==> src/rtl/pe_row_ctrl.sv <==
// Row sequencer for the 3-tap convolution PE. It builds the sliding pixel window and issues
// window beats to the PE. PE results are buffered in a credit-protected FIFO that feeds the
// output stream, and the last result of each row is tagged.
module pe_row_ctrl #(
  parameter int LEN_W     = 8,
  parameter int OUT_DEPTH = 4
) (
  input  logic             clk,
  input  logic             rstn,
  input  logic             i_cfg_we,
  input  logic [23:0]      i_cfg_w,
  input  logic             i_start,
  input  logic [LEN_W-1:0] i_len,
  input  logic [7:0]       i_s_tdata,
  input  logic             i_s_tvalid,
  output logic             o_s_tready,
  output logic [15:0]      o_m_tdata,
  output logic             o_m_tvalid,
  input  logic             i_m_tready,
  output logic             o_m_tlast,
  output logic [7:0]       o_pe_w1,
  output logic [7:0]       o_pe_w2,
  output logic [7:0]       o_pe_w3,
  output logic [23:0]      o_pe_p,
  output logic             o_pe_p_valid,
  input  logic [15:0]      i_pe_o,
  input  logic             i_pe_o_valid,
  output logic             o_busy,
  output logic             o_done,
  output logic             o_err
);

  localparam int PTR_W = $clog2(OUT_DEPTH);
  localparam int CNT_W = PTR_W + 1;

  typedef enum logic [1:0] {IDLE, FILL, RUN, FLUSH} state_t;

  state_t r_state;
  state_t w_next;

  logic [7:0]       r_w1, r_w2, r_w3;
  logic [LEN_W-1:0] r_len;
  logic [LEN_W-1:0] r_pix_cnt;
  logic [7:0]       r_win0, r_win1;
  logic [23:0]      r_pe_p;
  logic             r_pe_p_valid;
  logic             r_p_last;
  logic             r_o_last;
  logic             r_done;
  logic             r_err;

  logic [15:0]          r_fifo_data [OUT_DEPTH];
  logic [OUT_DEPTH-1:0] r_fifo_last;
  logic [PTR_W-1:0]     r_wr_ptr, r_rd_ptr;
  logic [CNT_W-1:0]     r_count;

  logic             w_start_ok;
  logic             w_start_bad;
  logic             w_accept;
  logic             w_last_pix;
  logic             w_credit;
  logic [CNT_W:0]   w_inflight;
  logic             w_push;
  logic             w_pop;
  logic             w_tlast_pop;

  assign w_start_ok  = (r_state == IDLE) && i_start && (i_len >= LEN_W'(3));
  assign w_start_bad = (r_state == IDLE) && i_start && (i_len <  LEN_W'(3));
  assign w_accept    = i_s_tvalid && o_s_tready;
  assign w_last_pix  = (r_pix_cnt == (r_len - LEN_W'(1)));

  // Credit counts results already queued plus both pipeline stages, never an upcoming pop.
  assign w_inflight = {1'b0, r_count} + (CNT_W+1)'(r_pe_p_valid) + (CNT_W+1)'(i_pe_o_valid);
  assign w_credit   = (w_inflight < (CNT_W+1)'(OUT_DEPTH));

  assign w_push      = i_pe_o_valid;
  assign w_pop       = o_m_tvalid && i_m_tready;
  assign w_tlast_pop = w_pop && r_fifo_last[r_rd_ptr];

  always_comb begin
    w_next     = r_state;
    o_s_tready = 1'b0;
    case (r_state)
      IDLE: begin
        if (w_start_ok) w_next = FILL;
      end
      FILL: begin
        o_s_tready = 1'b1;
        if (i_s_tvalid && (r_pix_cnt == LEN_W'(1))) w_next = RUN;
      end
      RUN: begin
        o_s_tready = w_credit;
        if (i_s_tvalid && w_credit && w_last_pix) w_next = FLUSH;
      end
      FLUSH: begin
        if (w_tlast_pop) w_next = IDLE;
      end
      default: w_next = IDLE;
    endcase
  end

  always_ff @(posedge clk) begin
    if (!rstn) begin
      r_state      <= IDLE;
      r_w1         <= '0;
      r_w2         <= '0;
      r_w3         <= '0;
      r_len        <= '0;
      r_pix_cnt    <= '0;
      r_win0       <= '0;
      r_win1       <= '0;
      r_pe_p       <= '0;
      r_pe_p_valid <= 1'b0;
      r_p_last     <= 1'b0;
      r_o_last     <= 1'b0;
      r_done       <= 1'b0;
      r_err        <= 1'b0;
    end else begin
      r_state <= w_next;
      if ((r_state == IDLE) && i_cfg_we) begin
        r_w1 <= i_cfg_w[23:16];
        r_w2 <= i_cfg_w[15:8];
        r_w3 <= i_cfg_w[7:0];
      end
      if (w_start_ok) begin
        r_len     <= i_len;
        r_pix_cnt <= '0;
      end else if (w_accept) begin
        r_pix_cnt <= r_pix_cnt + LEN_W'(1);
      end
      if (w_accept) begin
        r_win0 <= r_win1;
        r_win1 <= i_s_tdata;
      end
      r_pe_p_valid <= w_accept && (r_state == RUN);
      if (w_accept && (r_state == RUN)) begin
        r_pe_p   <= {r_win0, r_win1, i_s_tdata};
        r_p_last <= w_last_pix;
      end
      // The tlast tag rides alongside the PE pipeline so it lines up with the returning result.
      r_o_last <= r_pe_p_valid && r_p_last;
      r_done   <= (r_state == FLUSH) && w_tlast_pop;
      r_err    <= w_start_bad;
    end
  end

  always_ff @(posedge clk) begin
    if (!rstn) begin
      r_wr_ptr <= '0;
      r_rd_ptr <= '0;
      r_count  <= '0;
    end else begin
      if (w_push) r_wr_ptr <= r_wr_ptr + PTR_W'(1);
      if (w_pop)  r_rd_ptr <= r_rd_ptr + PTR_W'(1);
      case ({w_push, w_pop})
        2'b10:   r_count <= r_count + CNT_W'(1);
        2'b01:   r_count <= r_count - CNT_W'(1);
        default: r_count <= r_count;
      endcase
    end
  end

  always_ff @(posedge clk) begin
    if (w_push) begin
      r_fifo_data[r_wr_ptr] <= i_pe_o;
      r_fifo_last[r_wr_ptr] <= r_o_last;
    end
  end

  assign o_m_tvalid   = (r_count != '0);
  assign o_m_tdata    = o_m_tvalid ? r_fifo_data[r_rd_ptr] : 16'h0000;
  assign o_m_tlast    = o_m_tvalid && r_fifo_last[r_rd_ptr];
  assign o_pe_w1      = r_w1;
  assign o_pe_w2      = r_w2;
  assign o_pe_w3      = r_w3;
  assign o_pe_p       = r_pe_p;
  assign o_pe_p_valid = r_pe_p_valid;
  assign o_busy       = (r_state != IDLE);
  assign o_done       = r_done;
  assign o_err        = r_err;

endmodule
==> config.mk <==
export PLATFORM = sky130hd
export DESIGN_NAME = pe_row_ctrl
export DESIGN_NICKNAME = d
export VERILOG_FILES = /design/src/rtl/pe_row_ctrl.sv
export SDC_FILE = /design/constraint.sdc
export NUM_CORES = 1
export LEC_CHECK = 0
export BUFFER_PORTS_ARGS = -buffer_cell sky130_fd_sc_hd__buf_2
export CORE_MARGIN = 3
export CORE_UTILIZATION = 31
export DETAILED_ROUTE_END_ITERATION = 16
export HOLD_SLACK_MARGIN = 0.03
export PLACE_DENSITY = 0.59
export SLEW_MARGIN = 20
export SYNTH_ARGS = -nofsm -noshare
export SYNTH_HDL_FRONTEND = slang
export SYNTH_SLANG_ARGS = --single-unit
==> constraint.sdc <==
create_clock -name clk -period 2 [get_ports clk]
set_input_delay 0.2 -clock clk [delete_from_list [all_inputs] [get_ports clk]]
set_output_delay 0.2 -clock clk [all_outputs]
set_load 0.005 [all_outputs]
Word-level counts from Yosys, hierarchy flattened
Memory sizes are Yosys's and may differ from the RTL's. A register that Yosys moved wholly into a read port is not among the register bits. Index checks and enable logic that the tools add are counted. Widths: inputs -> output; s select.

Add/subtract/negate cells: 8. $lt $le $gt $ge: 6. Equal/unequal tests: 11. Mux-type cells: 17. Bitwise operators: 1. Reduce and logical (&&, ||, !) cells: 21.

Operators by type and width (number): $mux 16 (1); $logic_and 1x1->1 (15); $mux 2 (6); $add 8x1->8 const B (1); $eq 8x1->1 const B (1); $eq 8x8->1 (1); $ge 8x2->1 const B (1); $lt 8x2->1 const B (1); $ne 2x2->1 const B (4); $pmux 2 s4 (1); $sub 8x1->8 const B (1); $eq 2x2->1 const B (3); $lt 2x3->1 const B (2); $pmux 3 s2 (1); $add 2x1->2 const B (2); $add 3x1->4 (1); $add 4x1->4 (1); $bwmux 4 (1); $eq 2x1->1 const B (2); $lt 4x3->1 const B (1); $mux 1 (4); $reduce_and 4->1 (1); $reduce_bool 2->1 (2); $add 3x1->3 const B (1); 9 further kinds (9).

Register bits: 98. Bits in writable memories: 64. Output and inout port bits: 71. Memories: 1.

Memory list: r_fifo_data (words 4, bits a word 16, read ports 1, clocked after memory_dff 1, write ports 1, line 52) `logic [15:0] r_fifo_data [OUT_DEPTH];`.

Longest topological paths before layout
Gate-level depths: netlist of run 1.

Depth after elaboration: 7. Gate-level depth with buffers: 10.

Least setup slack after synthesis of run 1
OpenSTA, ideal clock, no wires.

Path type: flip-flop to flip-flop. Start point: register r_len[0]. End point: register r_state[1]. Library setup time: 79 ps. Arrival: 2100 ps. Required time: 1921 ps. Slack: -179 ps. Stages on the path, launching flop included: 7. Buffers on the path: 0. Clock period less this slack: 2179 ps. Cells stage by stage: dfxtp_1 > or4_4 > or4b_4 > a21oi_2 > o211ai_2 > or3_1 > o211ai_1.

Longest elaborated chain between the ends: 5.

Ends and longest elaborated chain: start, declared (line 42) `logic [LEN_W-1:0] r_len;`; start signal, assigned (line 126) `r_len <= i_len;`; $sub 8x1->8 (line 70) `assign w_last_pix = (r_pix_cnt == (r_len - LEN_W'(1)));`; $eq 8x8->1 (line 70); $logic_and 1x1->1 (line 93) `if (i_s_tvalid && w_credit && w_last_pix) w_next = FLUSH;`; $ne 2x2->1 (no line); $reduce_and 4->1 (no line); end signal, assigned (line 119) `r_state <= w_next;`; end, declared (line 38) `state_t r_state;`.

Every way passes these cells. A chain may end at the register's enable or synchronous reset.

Worst setup path after layout of run 1
Ends and elaborated chain as after synthesis.

==> results.md, run 1 <==
* Placer Congestion at 0.750
* Most frequent cell after synthesis: nand2_1
* Nets at 853
* DRT Pass-1 Iters at 4
* CTS H-tree lvls at 4
* Root Driver: clkbuf_16
* HP Class: input port to flop
* Total gr overflow at 0
* CTS clk-pin slew, worst paths at 70 ps
* Required time of the critical path at 2350 ps
* Ranking of synthesized cells by area: edfxtp_1 (30%), dfxtp_1 (28%), nand2_1 (6.0%)
* Sink Count at 164
* Final WL at 15,400 um
* Worst endpoint data arrival time at 2480 ps
* Largest net degree at the start of global routing at 44
* Synth-to-Final Area Change at 35.2%
* TritonCTS clock tree: done
* LEAKAGE at 3.61 nW
* Die Wd at 153 um
* Final setup viols at 3
* DRC violations left at 0
* Number of global-route vias before repair at 4,816
* Mapped Nets at 646
* CP Capture Type: flop
* Per-cell routed wire length at 14.4 um
* Fin util at 43.0%
* RSZ-0062 raised after global routing: true
* Vias per inst at 4.51
* Ant. Diodes at 0
* Synthesized flop and latch total at 164
* Total of warnings raised by yosys at 0
* Register area share after synthesis at 58.8%
* Slew Viols, Final at 0
* Io pins at 134
* Main flop type after synthesis: dfxtp_1
* Initial Util at 31.8%
* Row cnt at 53
* Min Tclk post-route at 2140 ps
* Clock buffer count from CTS at 17
* Run status: finished with violations
* DIE HEIGHT at 153 um
* Skew final at 9.22 ps
* Cell taking the most area after synthesis: edfxtp_1
* Max incr delay on CP at 540 ps
* GRT Total Usage at 13.1%
* Avg Inst Size Synth at 11.9 um^2
* Number of synthesized flops with an enable pin at 68
* Final Hold Viols at 0
* Crit-path cells: or4_4 > or4b_4 > a21oi_4 > o211ai_2 > or3_1 > o211ai_1
* Die area at 23,600 um^2
* Overall power at 9.96 mW
* IO buf count at 133
* Synth Cell Area at 6740 um^2
* Actual slew at the worst max-slew pin at 355 ps
* CP Class: flop to flop
* Worst vdd ir at 0.555 mV
* Async set-reset flop share out of synthesis at 0%
* CTS Buffer Depth at 2
* 1st-iter DRT viols at 175
* Worst skew pair latency at 420 ps
* Final WS setup at -137 ps
* Post-route ant nets at 0
* Final HPWL DP at 10,300 um
* Post-synth top area share at 30.3%
* Synth unique cells at 47
* Worst relative slew slack at 76.1%
* Final period util at 107%
* Top post-synthesis cells by count: nand2_1 (107), dfxtp_1 (96), edfxtp_1 (68)
* Core Region at 21,200 um^2
* FMAX at 468 MHz
* Failing checks: negative setup slack
* Pwr dens at 1090 nW/um^2
* Post-CTS setup buffer count at 0
* Worst-path fanout max at 4
* Via count at 4,790
* Initial antenna violation count at 0
* Max stage delay cell, worst path: or4_4
* Max cap viols at 0
* First-pass GRT wire length at 25,000 um
* Cells after synthesis at 568
* Startpoint types: flop
* Layout cell share with drive strength beyond 1 at 31.2%
==> through the flow <==
step           setup TNS, ps  instances  hold slack (ps)  setup slack, ps  cell area, um^2
6_report                -298       1063             51.9             -137             9120
5_1_grt                 -518       1063             41.4             -207             9120
4_1_cts                 -264       1063             30.8             -136             9060
3_5_place_dp            -279        982              425             -146             7970
3_3_place_gp            -216        982              419             -137             7970
2_1_floorplan          -64.8        568              299            -64.8             6750
==> worst max-delay path, delay by kind of cell (launching register included) <==
kind            cells  cell delay, ps
compound gates      3             360
flops               1             330
simple gates        3            1380
==> worst paths after layout <==
path	from	to	slack (ps)	cells past startpoint
worst min-delay path	i_s_tdata[3]	o_pe_p[3]	50	3
worst max-delay path	r_len[0]	r_state[1]	-140	6
worst max register to register	r_len[0]	r_state[1]	-140	6
worst min register to register	o_pe_w2[1]	o_pe_w2[1]	450	2
==> state kept, by name, summed over array words and instances, names as in the netlist, named ones only <==
name and flops:
r_win0 8, o_err 1, o_pe_w3 8, o_pe_p_valid 1, o_pe_p 24, r_win1 8, r_wr_ptr 2, o_pe_w2 8
r_len 8, r_count 3, r_pix_cnt 8, r_fifo_data 64, r_state 2, r_o_last 1, o_pe_w1 8, r_fifo_last 4
r_p_last 1, o_done 1, r_rd_ptr 2
==> power breakdown <==
part           switching [mW]  internal (mW)  leakage [nW]
logic                    1.30           1.47          1.93
clock network            1.37           1.86         0.265
registers               0.183           3.78          1.41
==> cell families after synthesis <==
logic type / after synthesis / synth area share [%]
AO/OA/AOI/OAI: 73 / 8.63
XOR/XNOR: 19 / 2.47
adder cells (fa/ha/maj): 15 / 2.89
buffers and inverters: 45 / 2.58
flip-flops: 164 / 58.8
multiplexers: 42 / 9.39
AND/OR/NAND/NOR: 210 / 15.3
==> layer usage <==
layer	vias to the layer above	wire length [um]	track usage (%)	share of wire, %
li1	2382	-	-	-
met1	2270	7160	16.9	47
met2	129	7070	21.0	46
met3	9	991	4.31	6.5
met4	0	138	4.16	0.90
met5	-	0	0	0
==> layout by cell type, fill, tap and decap left out, types with 14 or more instances in the layout <==
cell type,count
a21boi_1,50
and2_1,22
buf_2,133
buf_4,31
clkbuf_16,17
dfxtp_1,90
dlygate4sd3_1,48
edfxtp_1,68
ha_1,14
mux2i_1,25
mux4_2,17
nand2_1,106
nor2b_1,27
==> final cells by class <==
class,count,area [um^2]
clock buffers,19,433
clock inverters,13,149
fillers,2028,12100
inverters,13,48.8
multi-input cells,359,2650
flip-flops and latches,164,3970
well taps,275,344
repair buffers,220,1520
==> what timing repair did <==
item                                    CTS  global route
hold buffers                             48             0
resized for setup                         4            20
endpoints found under the hold margin    96             0
endpoints found under the setup margin   19            57
pin swaps                                 5             8
cloned                                    1             0
No activity file was read; power rests on OpenSTA's default activity.
==> run 2, diff against run 1 <==
--- a/config.mk
+++ b/config.mk
@@ -5,12 +5,13 @@
 export SDC_FILE = /design/constraint.sdc
 export NUM_CORES = 1
 export LEC_CHECK = 0
+export ABC_CLOCK_PERIOD_IN_PS = 2000
 export BUFFER_PORTS_ARGS = -buffer_cell sky130_fd_sc_hd__buf_2
 export CORE_MARGIN = 3
-export CORE_UTILIZATION = 31
+export CORE_UTILIZATION = 40
 export DETAILED_ROUTE_END_ITERATION = 16
 export HOLD_SLACK_MARGIN = 0.03
-export PLACE_DENSITY = 0.59
+export PLACE_DENSITY = 0.7
 export SLEW_MARGIN = 20
 export SYNTH_ARGS = -nofsm -noshare
 export SYNTH_HDL_FRONTEND = slang
==> results.md, run 2 (synthesis results as in run 1) <==
* Worst-case hold slack at 49.6 ps (was 51.9 ps)
* Worst endpoint data arrival time at 2480 ps (about the same)
* Run status: finished with violations (unchanged)
* Number of global-route vias before repair at 5,142 (was 4,816)
* DRT Pass-1 Iters at 4 (unchanged)
* Synth-to-Final Area Change at 34.9% (was 35.2%)
* Final HPWL DP at 10,400 um (was 10,300 um)
* Ant. Diodes at 0 (unchanged)
* Layout cell share with drive strength beyond 1 at 31.5% (was 31.2%)
* CP Capture Type: flop (unchanged)
* CP Class: flop to flop (unchanged)
* Required time of the critical path at 2350 ps (about the same)
* GRT Max-Usage Layer: met2 (unchanged)
* Actual slew at the worst max-slew pin at 880 ps (was 355 ps)
* Die Wd at 136 um (was 153 um)
* Final Hold Viols at 0 (unchanged)
* Nets at 846 (was 853)
* Die area at 18,500 um^2 (was 23,600 um^2)
* RSZ-0062 raised after global routing: true (unchanged)
* Slew Viols, Final at 0 (unchanged)
* Total gr overflow at 0 (unchanged)
* Final setup viols at 3 (unchanged)
* Grt met1 use at 20.2% (was 16.9%)
* Final WS setup at -124 ps (was -137 ps)
* Final Instance Area at 9100 um^2 (was 9120 um^2)
* TritonCTS clock tree: done (unchanged)
* Core Region at 16,200 um^2 (was 21,200 um^2)
* Worst vdd ir at 0.567 mV (was 0.555 mV)
* Post-CTS setup buffer count at 0 (unchanged)
* Max cap viols at 0 (unchanged)
* Met2 GRT Util at 30.1% (was 21.0%)
* CTS H-tree lvls at 4 (unchanged)
* Post-route ant nets at 0 (unchanged)
* Vias per inst at 4.93 (was 4.51)
* Pwr dens at 1120 nW/um^2 (was 1090 nW/um^2)
* Failing checks: negative setup slack (unchanged)
* Startpoint types: flop (unchanged)
* Max reg flops at 64 (unchanged)
* Final WL at 15,400 um (about the same)
* 1st-iter DRT viols at 178 (was 175)
* Initial Util at 41.7% (was 31.8%)
* Placer Congestion at 0.812 (was 0.750)
* Sink Count at 164 (unchanged)
* DRC violations left at 0 (unchanged)
* Initial antenna violation count at 0 (unchanged)
* Skew final at 12.5 ps (was 9.22 ps)
* Clock buffer count from CTS at 17 (unchanged)
* LEAKAGE at 3.62 nW (was 3.61 nW)
* IO buf count at 133 (unchanged)
* Per-cell routed wire length at 15.5 um (was 14.4 um)
* DIE HEIGHT at 136 um (was 153 um)
* Final cell count without fillers at 997 (was 1,063)
* FMAX at 471 MHz (was 468 MHz)
* CTS clk-pin slew, worst paths at 60 ps (was 70 ps)
* HP Class: input port to flop (unchanged)
* Placed Cells at 916 (was 982)
* Worst relative slew slack at 41.4% (was 76.1%)
* Most common cell after layout, fill and taps aside: buf_2 (unchanged)
* Biggest register: r_fifo_data (unchanged)
* Min Tclk post-route at 2120 ps (was 2140 ps)
* Met3 Use GR at 5.18% (was 4.31%)
* Io pins at 134 (unchanged)
* Worst-path fanout max at 4 (unchanged)
* Row cnt at 46 (was 53)
* DP Area at 7830 um^2 (was 7970 um^2)
* CTS Buffer Depth at 2 (unchanged)
* Most frequent cells in the layout: buf_2 (119), nand2_1 (106), dfxtp_1 (91) (was buf_2 (133), nand2_1 (106), dfxtp_1 (90))
* Final period util at 106% (was 107%)
* Overall power at 10.2 mW (was 9.96 mW)
* Worst skew pair latency at 430 ps (was 420 ps)
* GRT Total Usage at 17.4% (was 13.1%)
* First-pass GRT wire length at 25,000 um (about the same)
* Root Driver: clkbuf_16 (unchanged)
* Via count at 4,920 (was 4,790)
* Largest net degree at the start of global routing at 65 (was 44)
[run 2: changes by cell type in the layout (fill, tap and decap cells not counted), moves of 2 or more]
cell / change
clkinvlp_4: -4
and2_4: +7
clkbuf_1: -2
and2_1: -7
buf_6: +12
buf_4: -5
buf_2: -14
inv_8: +2
[run 2: worst paths after layout]
kind | slack [ps] | cells after the start | from | to
hold / removal | 50 | 3 | i_s_tdata[1] | o_pe_p[1]
hold reg to reg | 450 | 2 | o_pe_p[18] | o_pe_p[18]
setup reg to reg | -120 | 6 | r_len[1] | r_state[1]
setup / recovery | -120 | 6 | r_len[1] | r_state[1]
[run 2: critical path, stage by stage, from the launching register on]
cell and delay, ps:
dfxtp_2 330, or4_4 550, or4b_4 510, a21oi_4 140, o211ai_2 110, or3_1 330
o211ai_1 90
[run 2: metrics by stage]
step           TNS, ps  utilization (%)  setup slack [ps]
2_1_floorplan    -64.8                -             -64.8
3_3_place_gp      -173             48.4             -82.1
3_5_place_dp      -378             48.4              -139
4_1_cts           -294             55.4              -136
5_1_grt           -855             56.3              -187
6_report          -242             56.3              -124
[run 2: cell type report]
cell class / instances / area (um^2)
clock buffers: 17 / 425
clock inverters: 15 / 168
fillers: 1298 / 7080
inverters: 13 / 48.8
multi-input cells: 359 / 2670
flip-flops and latches: 164 / 3970
well taps: 216 / 270
repair buffers: 213 / 1540
[run 2: timing repair]
action | in CTS | in global routing
pin swaps | 9 | 4
hold endpoints to repair | 96 | 0
resized for setup | 12 | 31
hold buffers | 48 | 0
setup endpoints to repair | 20 | 42
gates cloned | 1 | 0
[run 2: where the power goes]
group	switching, mW	internal (mW)	total [mW]
combinational	1.35	1.63	2.98
sequential	0.202	3.78	3.98
clock	1.39	1.87	3.26
[run 2: routing by layer]
metal,routed length (um),share of wire [%]
met5,0,0
met2,7900,51
met4,252,1.6
met3,899,5.8
met1,6380,41
